--- src/rtl/elevator_controller_pkg.sv ---
// Shared constants and state encoding for the elevator controller.
// Floor count, door dwell default and direction codes live here so every file agrees.
package elevator_controller_pkg;

    localparam int ELEV_NUM_FLOORS  = 8;
    localparam int ELEV_DOOR_CYCLES = 4;

    localparam logic DIR_UP   = 1'b1;
    localparam logic DIR_DOWN = 1'b0;

    typedef enum logic [1:0] {
        ST_IDLE   = 2'd0,
        ST_STEP   = 2'd1,
        ST_SETTLE = 2'd2,
        ST_DOOR   = 2'd3
    } state_e;

endpackage

--- src/rtl/elevator_controller_call_register.sv ---
// Per-floor pending-call latch: set bits accumulate, clear bits win over a
// simultaneous set of the same bit.
module call_register #(
    parameter int WIDTH = 8
) (
    input  logic             clock,
    input  logic             reset,
    input  logic [WIDTH-1:0] set_i,
    input  logic [WIDTH-1:0] clr_i,
    output logic [WIDTH-1:0] q
);

    logic [WIDTH-1:0] q_q;
    logic [WIDTH-1:0] q_d;

    always_comb begin
        q_d = (q_q | set_i) & ~clr_i;
    end

    always_ff @(posedge clock or posedge reset) begin
        if (reset) begin
            q_q <= '0;
        end else begin
            q_q <= q_d;
        end
    end

    assign q = q_q;

endmodule

--- src/rtl/elevator_controller.sv ---
// Elevator call scheduler: latches hall/car calls, walks the car one floor per
// STEP/SETTLE pair and holds the door open for DOOR_CYCLES cycles at serviced floors.
module elevator_controller
    import elevator_controller_pkg::*;
#(
    parameter int NUM_FLOORS  = ELEV_NUM_FLOORS,
    parameter int DOOR_CYCLES = ELEV_DOOR_CYCLES
) (
    input  logic                          clock,
    input  logic                          reset,
    input  logic [NUM_FLOORS-1:0]         btn_in,
    input  logic [NUM_FLOORS-1:0]         btn_up,
    input  logic [NUM_FLOORS-1:0]         btn_down,
    input  logic [$clog2(NUM_FLOORS)-1:0] cur_floor,
    input  logic                          open,
    output logic [NUM_FLOORS-1:0]         call_in,
    output logic [NUM_FLOORS-1:0]         call_up,
    output logic [NUM_FLOORS-1:0]         call_down,
    output logic                          direction,
    output logic                          move,
    output logic                          door_open,
    output logic [1:0]                    state
);

    localparam int         TOP_FLOOR = NUM_FLOORS - 1;
    localparam logic [3:0] DOOR_LOAD = 4'(DOOR_CYCLES);

    state_e     state_q, state_d;
    logic       direction_q, direction_d;
    logic [3:0] door_cnt_q, door_cnt_d;

    logic                  enter_door;
    logic                  above, below, ahead, behind, at_limit;
    logic [NUM_FLOORS-1:0] pending, floor_mask;
    logic [NUM_FLOORS-1:0] clr_in, clr_up, clr_down;

    call_register #(.WIDTH(NUM_FLOORS)) u_call_in (
        .clock (clock), .reset (reset), .set_i (btn_in),   .clr_i (clr_in),   .q (call_in)
    );
    call_register #(.WIDTH(NUM_FLOORS)) u_call_up (
        .clock (clock), .reset (reset), .set_i (btn_up),   .clr_i (clr_up),   .q (call_up)
    );
    call_register #(.WIDTH(NUM_FLOORS)) u_call_down (
        .clock (clock), .reset (reset), .set_i (btn_down), .clr_i (clr_down), .q (call_down)
    );

    always_comb begin
        pending = call_in | call_up | call_down;
        above   = 1'b0;
        below   = 1'b0;
        for (int i = 0; i < NUM_FLOORS; i++) begin
            if (i > int'(cur_floor)) above = above | pending[i];
            if (i < int'(cur_floor)) below = below | pending[i];
        end
        ahead      = (direction_q == DIR_UP) ? above : below;
        behind     = (direction_q == DIR_UP) ? below : above;
        floor_mask = '0;
        floor_mask[cur_floor] = 1'b1;
        // Last-ditch guard so a stale cur_floor can never drive the car off either end.
        at_limit   = (direction_q == DIR_UP) ? (int'(cur_floor) == TOP_FLOOR)
                                             : (int'(cur_floor) == 0);
    end

    always_comb begin
        state_d     = state_q;
        direction_d = direction_q;
        door_cnt_d  = door_cnt_q;
        case (state_q)
            ST_IDLE: begin
                if (open) begin
                    state_d = ST_DOOR;
                end else if (above) begin
                    direction_d = DIR_UP;
                    state_d     = ST_STEP;
                end else if (below) begin
                    direction_d = DIR_DOWN;
                    state_d     = ST_STEP;
                end
            end
            ST_STEP: state_d = ST_SETTLE;
            ST_SETTLE: begin
                if (open) begin
                    state_d = ST_DOOR;
                end else if (ahead) begin
                    state_d = ST_STEP;
                end else if (behind) begin
                    direction_d = ~direction_q;
                    state_d     = ST_STEP;
                end else begin
                    state_d = ST_IDLE;
                end
            end
            ST_DOOR: begin
                door_cnt_d = (door_cnt_q == 4'd0) ? 4'd0 : door_cnt_q - 4'd1;
                if (door_cnt_q <= 4'd1) state_d = ST_IDLE;
            end
            default: state_d = ST_IDLE;
        endcase

        enter_door = (state_d == ST_DOOR) && (state_q != ST_DOOR);
        if (enter_door) door_cnt_d = DOOR_LOAD;

        // Only the call matching the direction of travel is answered at this stop.
        clr_in   = enter_door ? floor_mask : '0;
        clr_up   = (enter_door && direction_q == DIR_UP)   ? floor_mask : '0;
        clr_down = (enter_door && direction_q == DIR_DOWN) ? floor_mask : '0;
    end

    always_ff @(posedge clock or posedge reset) begin
        if (reset) begin
            state_q     <= ST_IDLE;
            direction_q <= DIR_UP;
            door_cnt_q  <= 4'd0;
        end else begin
            state_q     <= state_d;
            direction_q <= direction_d;
            door_cnt_q  <= door_cnt_d;
        end
    end

    assign direction = direction_q;
    assign move      = (state_q == ST_STEP) && !at_limit;
    assign door_open = (state_q == ST_DOOR);
    assign state     = state_q;

endmodule
--- config.mk ---
export PLATFORM = sky130hd
export DESIGN_NAME = elevator_controller
export DESIGN_NICKNAME = d
export VERILOG_FILES = /design/src/rtl/elevator_controller_pkg.sv /design/src/rtl/elevator_controller_call_register.sv /design/src/rtl/elevator_controller.sv
export SDC_FILE = /design/constraint.sdc
export NUM_CORES = 1
export LEC_CHECK = 0
export CAP_MARGIN = 40
export CORE_MARGIN = 3
export CORE_UTILIZATION = 35
export DETAILED_ROUTE_END_ITERATION = 16
export GPL_ROUTABILITY_DRIVEN = 0
export HOLD_SLACK_MARGIN = 0.05
export MAX_ROUTING_LAYER = met4
export PLACE_DENSITY_LB_ADDON = 0.08
export SLEW_MARGIN = 25
export SYNTH_ARGS = -nofsm -noshare
export SYNTH_HDL_FRONTEND = slang
export SYNTH_SLANG_ARGS = --single-unit
export TNS_END_PERCENT = 1
--- constraint.sdc ---
create_clock -name clock -period 2.1 [get_ports clock]
set_input_delay 0.525 -clock clock [delete_from_list [all_inputs] [get_ports clock]]
set_output_delay 0.525 -clock clock [all_outputs]
set_load 0.02 [all_outputs]
==> results of run 1 <==
-- layout make-up --
cell class	count	area, um2	area share (%)
flip-flops and latches	31	777	34.8
repair buffers	75	699	31.3
multi-input cells	98	603	27.0
clock buffers	7	76.3	3.42
well taps	48	60.1	2.69
inverters	3	11.3	0.504
clock inverters	1	5.00	0.224
-- how the worst min path moves through the flow --
stage                                 from               end  slack, ns
final                        door_cnt_q[0]     door_cnt_q[0]       0.53
after detailed placement     door_cnt_q[0]     door_cnt_q[0]       0.52
after global routing      u_call_down.q[6]  u_call_down.q[6]       0.55
after CTS                    door_cnt_q[0]     door_cnt_q[0]       0.54
after global placement       door_cnt_q[0]     door_cnt_q[0]       0.50
after floorplan              door_cnt_q[0]     door_cnt_q[0]       0.47
-- repair_timing --
item,4_1_cts,5_1_grt
setup endpoints to repair,3,1
buffers inserted,0,0
pin swaps,3,1
gates resized for setup,11,1
-- where the power goes --
part | leakage, nW | internal [mW] | total, mW | switching (mW)
clock network | 0.0422 | 0.232 | 0.434 | 0.202
logic | 0.498 | 0.345 | 0.713 | 0.368
registers | 0.298 | 0.690 | 0.768 | 0.0779
-- flip-flops by register name, summed over array words and instances (netlist names) --
name           cells
u_call_down.q      8
u_call_in.q        8
u_call_up.q        8
door_cnt_q         4
state              2
direction          1
-- critical path: stages --
cell and delay [ns]:
dlygate4sd2_1 0.27, or3_1 0.41, nor2_2 0.13, nor4b_2 0.06, buf_4 0.15
-- cells in the mapped netlist --
cell and n:
inv_1 3, o21ai_0 1, nor3_1 8, o31a_1 1, a31oi_1 1, o41ai_1 1
o22a_1 9, nand4_1 2, o2bb2ai_1 1, and2_1 2, or2_1 1, o21ai_2 1
or3_1 3, or2b_1 1, nand3_1 5, nor3b_1 4, o211ai_1 1, a32oi_1 2
nand2_1 5, a21oi_1 15, buf_2 3, a221oi_1 1, o22ai_2 1, o32a_1 4
dfstp_2 1, nor2_1 19, clkbuf_1 3, dfrtp_1 30, a21boi_0 1, nand2b_1 1
nor2b_1 2, o21ai_1 1, nand3b_1 2, nor4b_1 1, o211a_1 1
-- logic make-up (layout without fill, tap and decap cells) --
family	count (synthesis)	after routing	synth area share, %
flip-flops	31	31	55.2
buffers and inverters	9	86	2.66
AO/OA/AOI/OAI	42	42	21.9
AND/OR/NAND/NOR	56	56	20.2
-- through the flow --
stage | cells | cell area (um2) | worst slack (ns) | utilization, %
floorplan | 138 | 1420 | 0.154 | -
global placement | 255 | 2160 | -0.634 | 57.2
detailed placement | 255 | 2160 | -0.588 | 57.2
CTS | 263 | 2230 | 0.0235 | 59.1
global route | 263 | 2230 | 0.0000605 | 59.2
finish | 263 | 2230 | 0.0319 | 59.2
-- metal layers --
metal / part of all wire (%) / track usage, % / up-vias
li1: - / - / 664
met1: 46 / 21.7 / 626
met2: 48 / 28.0 / 41
met3: 5.3 / 4.78 / 6
met4: 1.2 / 5.21 / 0
met5: 0 / - / -
==> impl_metrics.csv, run 1 <==
group,metric,value,unit
floorplanning,initial_core_util,37.4,%
sta,hold_ws,0.531,ns
cts,cts-root-buf,"clkbuf_8",
placed_design,portBuffers,58,
global_routing,grt_max_degree,32,
critical_path,cp-endpoint,"move",
power_and_ir_drop,p_total,1.91,mW
cts,clock_latency,0.28,ns
detailed_routing,routed_wl,3880,um
sta,clock_skew,0.00424,ns
floorplanning,core-area,0.00377,mm2
sta,period_needed,2.07,ns
detailed_routing,drc,0,
synth,syn_avg_cell_area,10.2,um2
global_routing,grt_pass1_vias,1409,
cts,clk_pin_slew_worst_paths,0.06,ns
sta,setup_viol_count_final,0,
cells_and_area,most-common-layout-cells,"clkdlybuf4s50_1 (52), dfrtp_1 (30), nor2_1 (18), buf_4 (18), a21oi_1 (15)",
cts,tritoncts,"done",
critical_path,worst_ep_arrival_time,1.54,ns
synth,ys_warn_count,0,
synth,synth_seq_cells,31,
sta,hold_viol,0,
sta,slew_headroom,72.1,%
detailed_routing,drt_pre_antenna_iters,4,
synth,seq_area_frac_synth,55.2,%
sta,clock.fmax,484,MHz
floorplanning,num_rows,22,
critical_path,worstSetupStartpoint,"cur_floor[1]",
detailed_routing,drt_iter0_markers,56,
min_path,hold_depth,1,
flow_run,drv_cap,0,
cts,cts.htree.levels,2,
synth,postSynthCellCount,138,
synth,ys_top_cells_by_area,"dfrtp_1 (53%), o22a_1 (5.6%), a21oi_1 (5.3%)",
global_routing,grt_overflow_total,0,
detailed_routing,ant_nets,0,
sta,tns,0,ns
power_and_ir_drop,power.leakage,0.838,nW
power_and_ir_drop,ir_drop,0.000592,V
power_and_ir_drop,pwr_density_cell,858,mW/mm2
min_path,hold_class,"reg -> reg",
cts,cts_buffers,5,
placed_design,hpwl,2980,um
critical_path,reg2reg_to,"state[0]",
critical_path,path_class,"in -> out",
cells_and_area,layout_commonest_cell,"clkdlybuf4s50_1",
cells_and_area,syn_to_final_growth,58.4,%
cells_and_area,antennaDiodeCount,0,
cts,clock_sinks,31,
global_routing,groute.usage.overall,17.5,%
critical_path,crit-reg2reg-launch,"u_call_up.q[4]",
critical_path,cp.required,1.57,ns
global_routing,grt_pass1_wl,6560,um
detailed_routing,vias,1337,
detailed_routing,avgViaCountPerCell,5.08,
synth,synth_top_cell_by_area,"dfrtp_1",
cts,cts.path.max_buffers,2,
synth,synth_nets,168,
global_routing,antenna_found_initial,0,
floorplanning,die_h,69.4,um
critical_path,cp-start-kind,"primary input",
sta,finalMaxSlewViolations,0,
synth,synth_cell_types,35,
cells_and_area,final_nets,244,
floorplanning,die-area,0.00482,mm2
floorplanning,num_io_pins,59,
synth,synth_top_area_share,53.3,%
sta,worst_slew_pin_slew,0.415,ns
run_status,status,"finished, final reports clean",
cts,cts_hold_buf,0,
critical_path,ff2ff_setup_slack,0.39,ns
sta,rsz0062_at_grt,"no",
cells_and_area,n_fill_cell,321,
sta,finalCritPeriodShare,98.5,%
floorplanning,die_w,69.4,um
detailed_routing,wl_per_cell,14.7,um
critical_path,cp-end-kind,"primary output",
synth,syn_area,0.00141,mm2
cells_and_area,drive_gt1_share,13.5,%
critical_path,ff2ff_path_depth,5,
critical_path,cp_max_fo,3,
Note: power is estimated with default switching activity, not from simulation.
==> inputs of run 2 (changes only) <==
--- a/config.mk
+++ b/config.mk
@@ -9,7 +9,6 @@
 export CORE_MARGIN = 3
 export CORE_UTILIZATION = 35
 export DETAILED_ROUTE_END_ITERATION = 16
-export GPL_ROUTABILITY_DRIVEN = 0
 export HOLD_SLACK_MARGIN = 0.05
 export MAX_ROUTING_LAYER = met4
 export PLACE_DENSITY_LB_ADDON = 0.08
==> results of run 2 <==
Same layout as run 1: the final DEF is identical, and so are final timing and power.
==> inputs of run 3 (changes only) <==
--- a/config.mk
+++ b/config.mk
@@ -6,13 +6,13 @@
 export NUM_CORES = 1
 export LEC_CHECK = 0
 export CAP_MARGIN = 40
-export CORE_MARGIN = 3
+export CORE_MARGIN = 2
 export CORE_UTILIZATION = 35
 export DETAILED_ROUTE_END_ITERATION = 16
 export HOLD_SLACK_MARGIN = 0.05
 export MAX_ROUTING_LAYER = met4
 export PLACE_DENSITY_LB_ADDON = 0.08
-export SLEW_MARGIN = 25
+export SLEW_MARGIN = 5
 export SYNTH_ARGS = -nofsm -noshare
 export SYNTH_HDL_FRONTEND = slang
 export SYNTH_SLANG_ARGS = --single-unit
==> impl_metrics.csv, run 3 (synthesis gave the netlist of run 1 again) <==
group,metric,value,unit
critical_path,cp-start-kind,"primary input",
cells_and_area,fin_cells,263,
detailed_routing,drt_iter0_markers,93,
cts,cts_hold_buf,0,
critical_path,worst_ep_arrival_time,1.55,ns
critical_path,ff2ff_setup_slack,0.38,ns
sta,hold_ws,0.518,ns
sta,finalMaxSlewViolations,0,
floorplanning,die_h,67.4,um
cells_and_area,drive_gt1_share,13.6,%
global_routing,grt_overflow_total,0,
critical_path,path_class,"in -> out",
cells_and_area,multi_input_area,613,um2
global_routing,grtUsageMet1,23.7,%
floorplanning,core-area,0.00394,mm2
floorplanning,die-area,0.00455,mm2
sta,slew_headroom,71.8,%
floorplanning,initial_core_util,35.7,%
detailed_routing,avgViaCountPerCell,5.24,
cells_and_area,most-common-layout-cells,"clkdlybuf4s50_1 (52), dfrtp_1 (30), nor2_1 (18), a21oi_1 (15), buf_4 (15)",
min_path,hp-start,"door_cnt_q[0]",
sta,finalCritPeriodShare,98.8,%
flow_run,drv_cap,0,
global_routing,grt_max_degree,32,
detailed_routing,ant_nets,0,
critical_path,cp_max_fo,3,
power_and_ir_drop,p_switching,657,uW
detailed_routing,drc,0,
min_path,holdPathEnd,"door_cnt_q[0]",
critical_path,crit-reg2reg-launch,"u_call_up.q[4]",
power_and_ir_drop,power.leakage,0.829,nW
detailed_routing,routed_wl,4020,um
critical_path,cp-end-kind,"primary output",
sta,setup_viol_count_final,0,
cells_and_area,n_fill_cell,356,
detailed_routing,drt_pre_antenna_iters,4,
power_and_ir_drop,p_seq_share,39.9,%
placed_design,hpwl,3050,um
global_routing,groute.usage.overall,20.6,%
power_and_ir_drop,p_sw_share,34.3,%
detailed_routing,wl_per_cell,15.3,um
critical_path,crit_slowest_cell,"nor4b_2",
cells_and_area,antennaDiodeCount,0,
cells_and_area,layout_commonest_cell,"clkdlybuf4s50_1",
placed_design,place.gp.congestion,0.883,
power_and_ir_drop,power_frac_clock,23.0,%
detailed_routing,vias,1378,
cts,cts_buffers,5,
floorplanning,num_io_pins,59,
cells_and_area,regArea,777,um2
cells_and_area,final_nets,242,
sta,worst_slew_pin_slew,0.420,ns
global_routing,gr-usage-met2,34.7,%
power_and_ir_drop,combinationalPowerShare,37.1,%
floorplanning,num_rows,23,
cts,cts.htree.levels,2,
global_routing,grt_pass1_wl,6530,um
sta,clock.fmax,482,MHz
sta,rsz0062_at_grt,"no",
sta,clock_skew,0.00193,ns
cts,cts.path.max_buffers,2,
cts,cts-root-buf,"clkbuf_8",
cts,clock_sinks,31,
placed_design,dp_cells,255,
placed_design,portBuffers,58,
critical_path,worstPathCellList,"clkdlybuf4s15_1 > buf_4 > nand3_2 > nor2_1 > nor4b_2 > buf_2",
cells_and_area,final_util,56.6,%
sta,hold_viol,0,
global_routing,use_met3,4.17,%
power_and_ir_drop,pwr_density_cell,860,mW/mm2
min_path,hold_depth,1,
power_and_ir_drop,ir_drop,0.000504,V
critical_path,ff2ff_path_depth,5,
cts,clock_latency,0.28,ns
global_routing,antenna_found_initial,0,
critical_path,cpPeakStageDelay,0.33,ns
cts,clk_pin_slew_worst_paths,0.06,ns
floorplanning,die_w,67.4,um
placed_design,placed_cell_area,0.00214,mm2
global_routing,grt_pass1_vias,1453,
cells_and_area,final_area,0.00223,mm2
sta,period_needed,2.07,ns
min_path,hold_class,"reg -> reg",
cts,tritoncts,"done",
global_routing,grt_busiest_layer,"met2",
run_status,status,"finished, final reports clean",
critical_path,reg2reg_to,"state[0]",
critical_path,cp.required,1.57,ns
cells_and_area,syn_to_final_growth,58.3,%
power_and_ir_drop,p_int,1.26,mW
critical_path,worstSetupStartpoint,"cur_floor[2]",
-- run 3: how the worst max path moves through the flow --
stage / end / slack [ns] / depth (start not counted)
after floorplan: move / 0.15 / 3
after global placement: move / -0.63 / 5
after detailed placement: move / -0.61 / 6
after CTS: move / 0.02 / 6
after global routing: move / 0.003 / 5
final: move / 0.03 / 6
-- run 3: cell type report --
class	instances	area share (%)
inverters	3	0.505
multi-input cells	98	27.5
well taps	50	2.81
clock inverters	1	0.224
repair buffers	73	30.7
clock buffers	7	3.42
flip-flops and latches	31	34.8
-- run 3: per-stage QoR --
step / setup slack (ns) / total power [mW] / setup TNS, ns
floorplan: 0.154 / 1.12 / 0
global placement: -0.633 / 1.49 / -0.838
detailed placement: -0.611 / 1.51 / -0.969
CTS: 0.0230 / 1.94 / 0
global route: 0.00309 / 2.04 / 0
finish: 0.0254 / 1.92 / 0
-- run 3: routing by layer --
| metal | vias to the layer above | part of all wire [%] | routed length, um |
|---|---|---|---|
| li1 | 661 | - | - |
| met1 | 673 | 42 | 1700 |
| met2 | 36 | 51 | 2060 |
| met3 | 8 | 4.5 | 182 |
| met4 | 0 | 2.0 | 82 |
| met5 | - | 0 | 0 |
-- run 3: critical path, delay by kind of cell --
kind	cells	cell delay [ns]
buffers and inverters	3	0.58
AND/OR/NAND/NOR	3	0.44
-- run 3: power by group through the flow --
stage                     sequential (mW)  clock [mW]  combinational, mW
after floorplan                     0.840           0              0.282
after global placement              0.769           0              0.723
final                               0.766       0.442              0.711
after global routing                0.780       0.487              0.769
after detailed placement            0.774           0              0.734
after CTS                           0.765       0.457              0.717
-- run 3: what timing repair did --
item / in CTS / in global routing
gates resized for setup: 10 / 5
setup buffers: 0 / 0
setup endpoints to repair: 3 / 1
pin swaps: 2 / 2
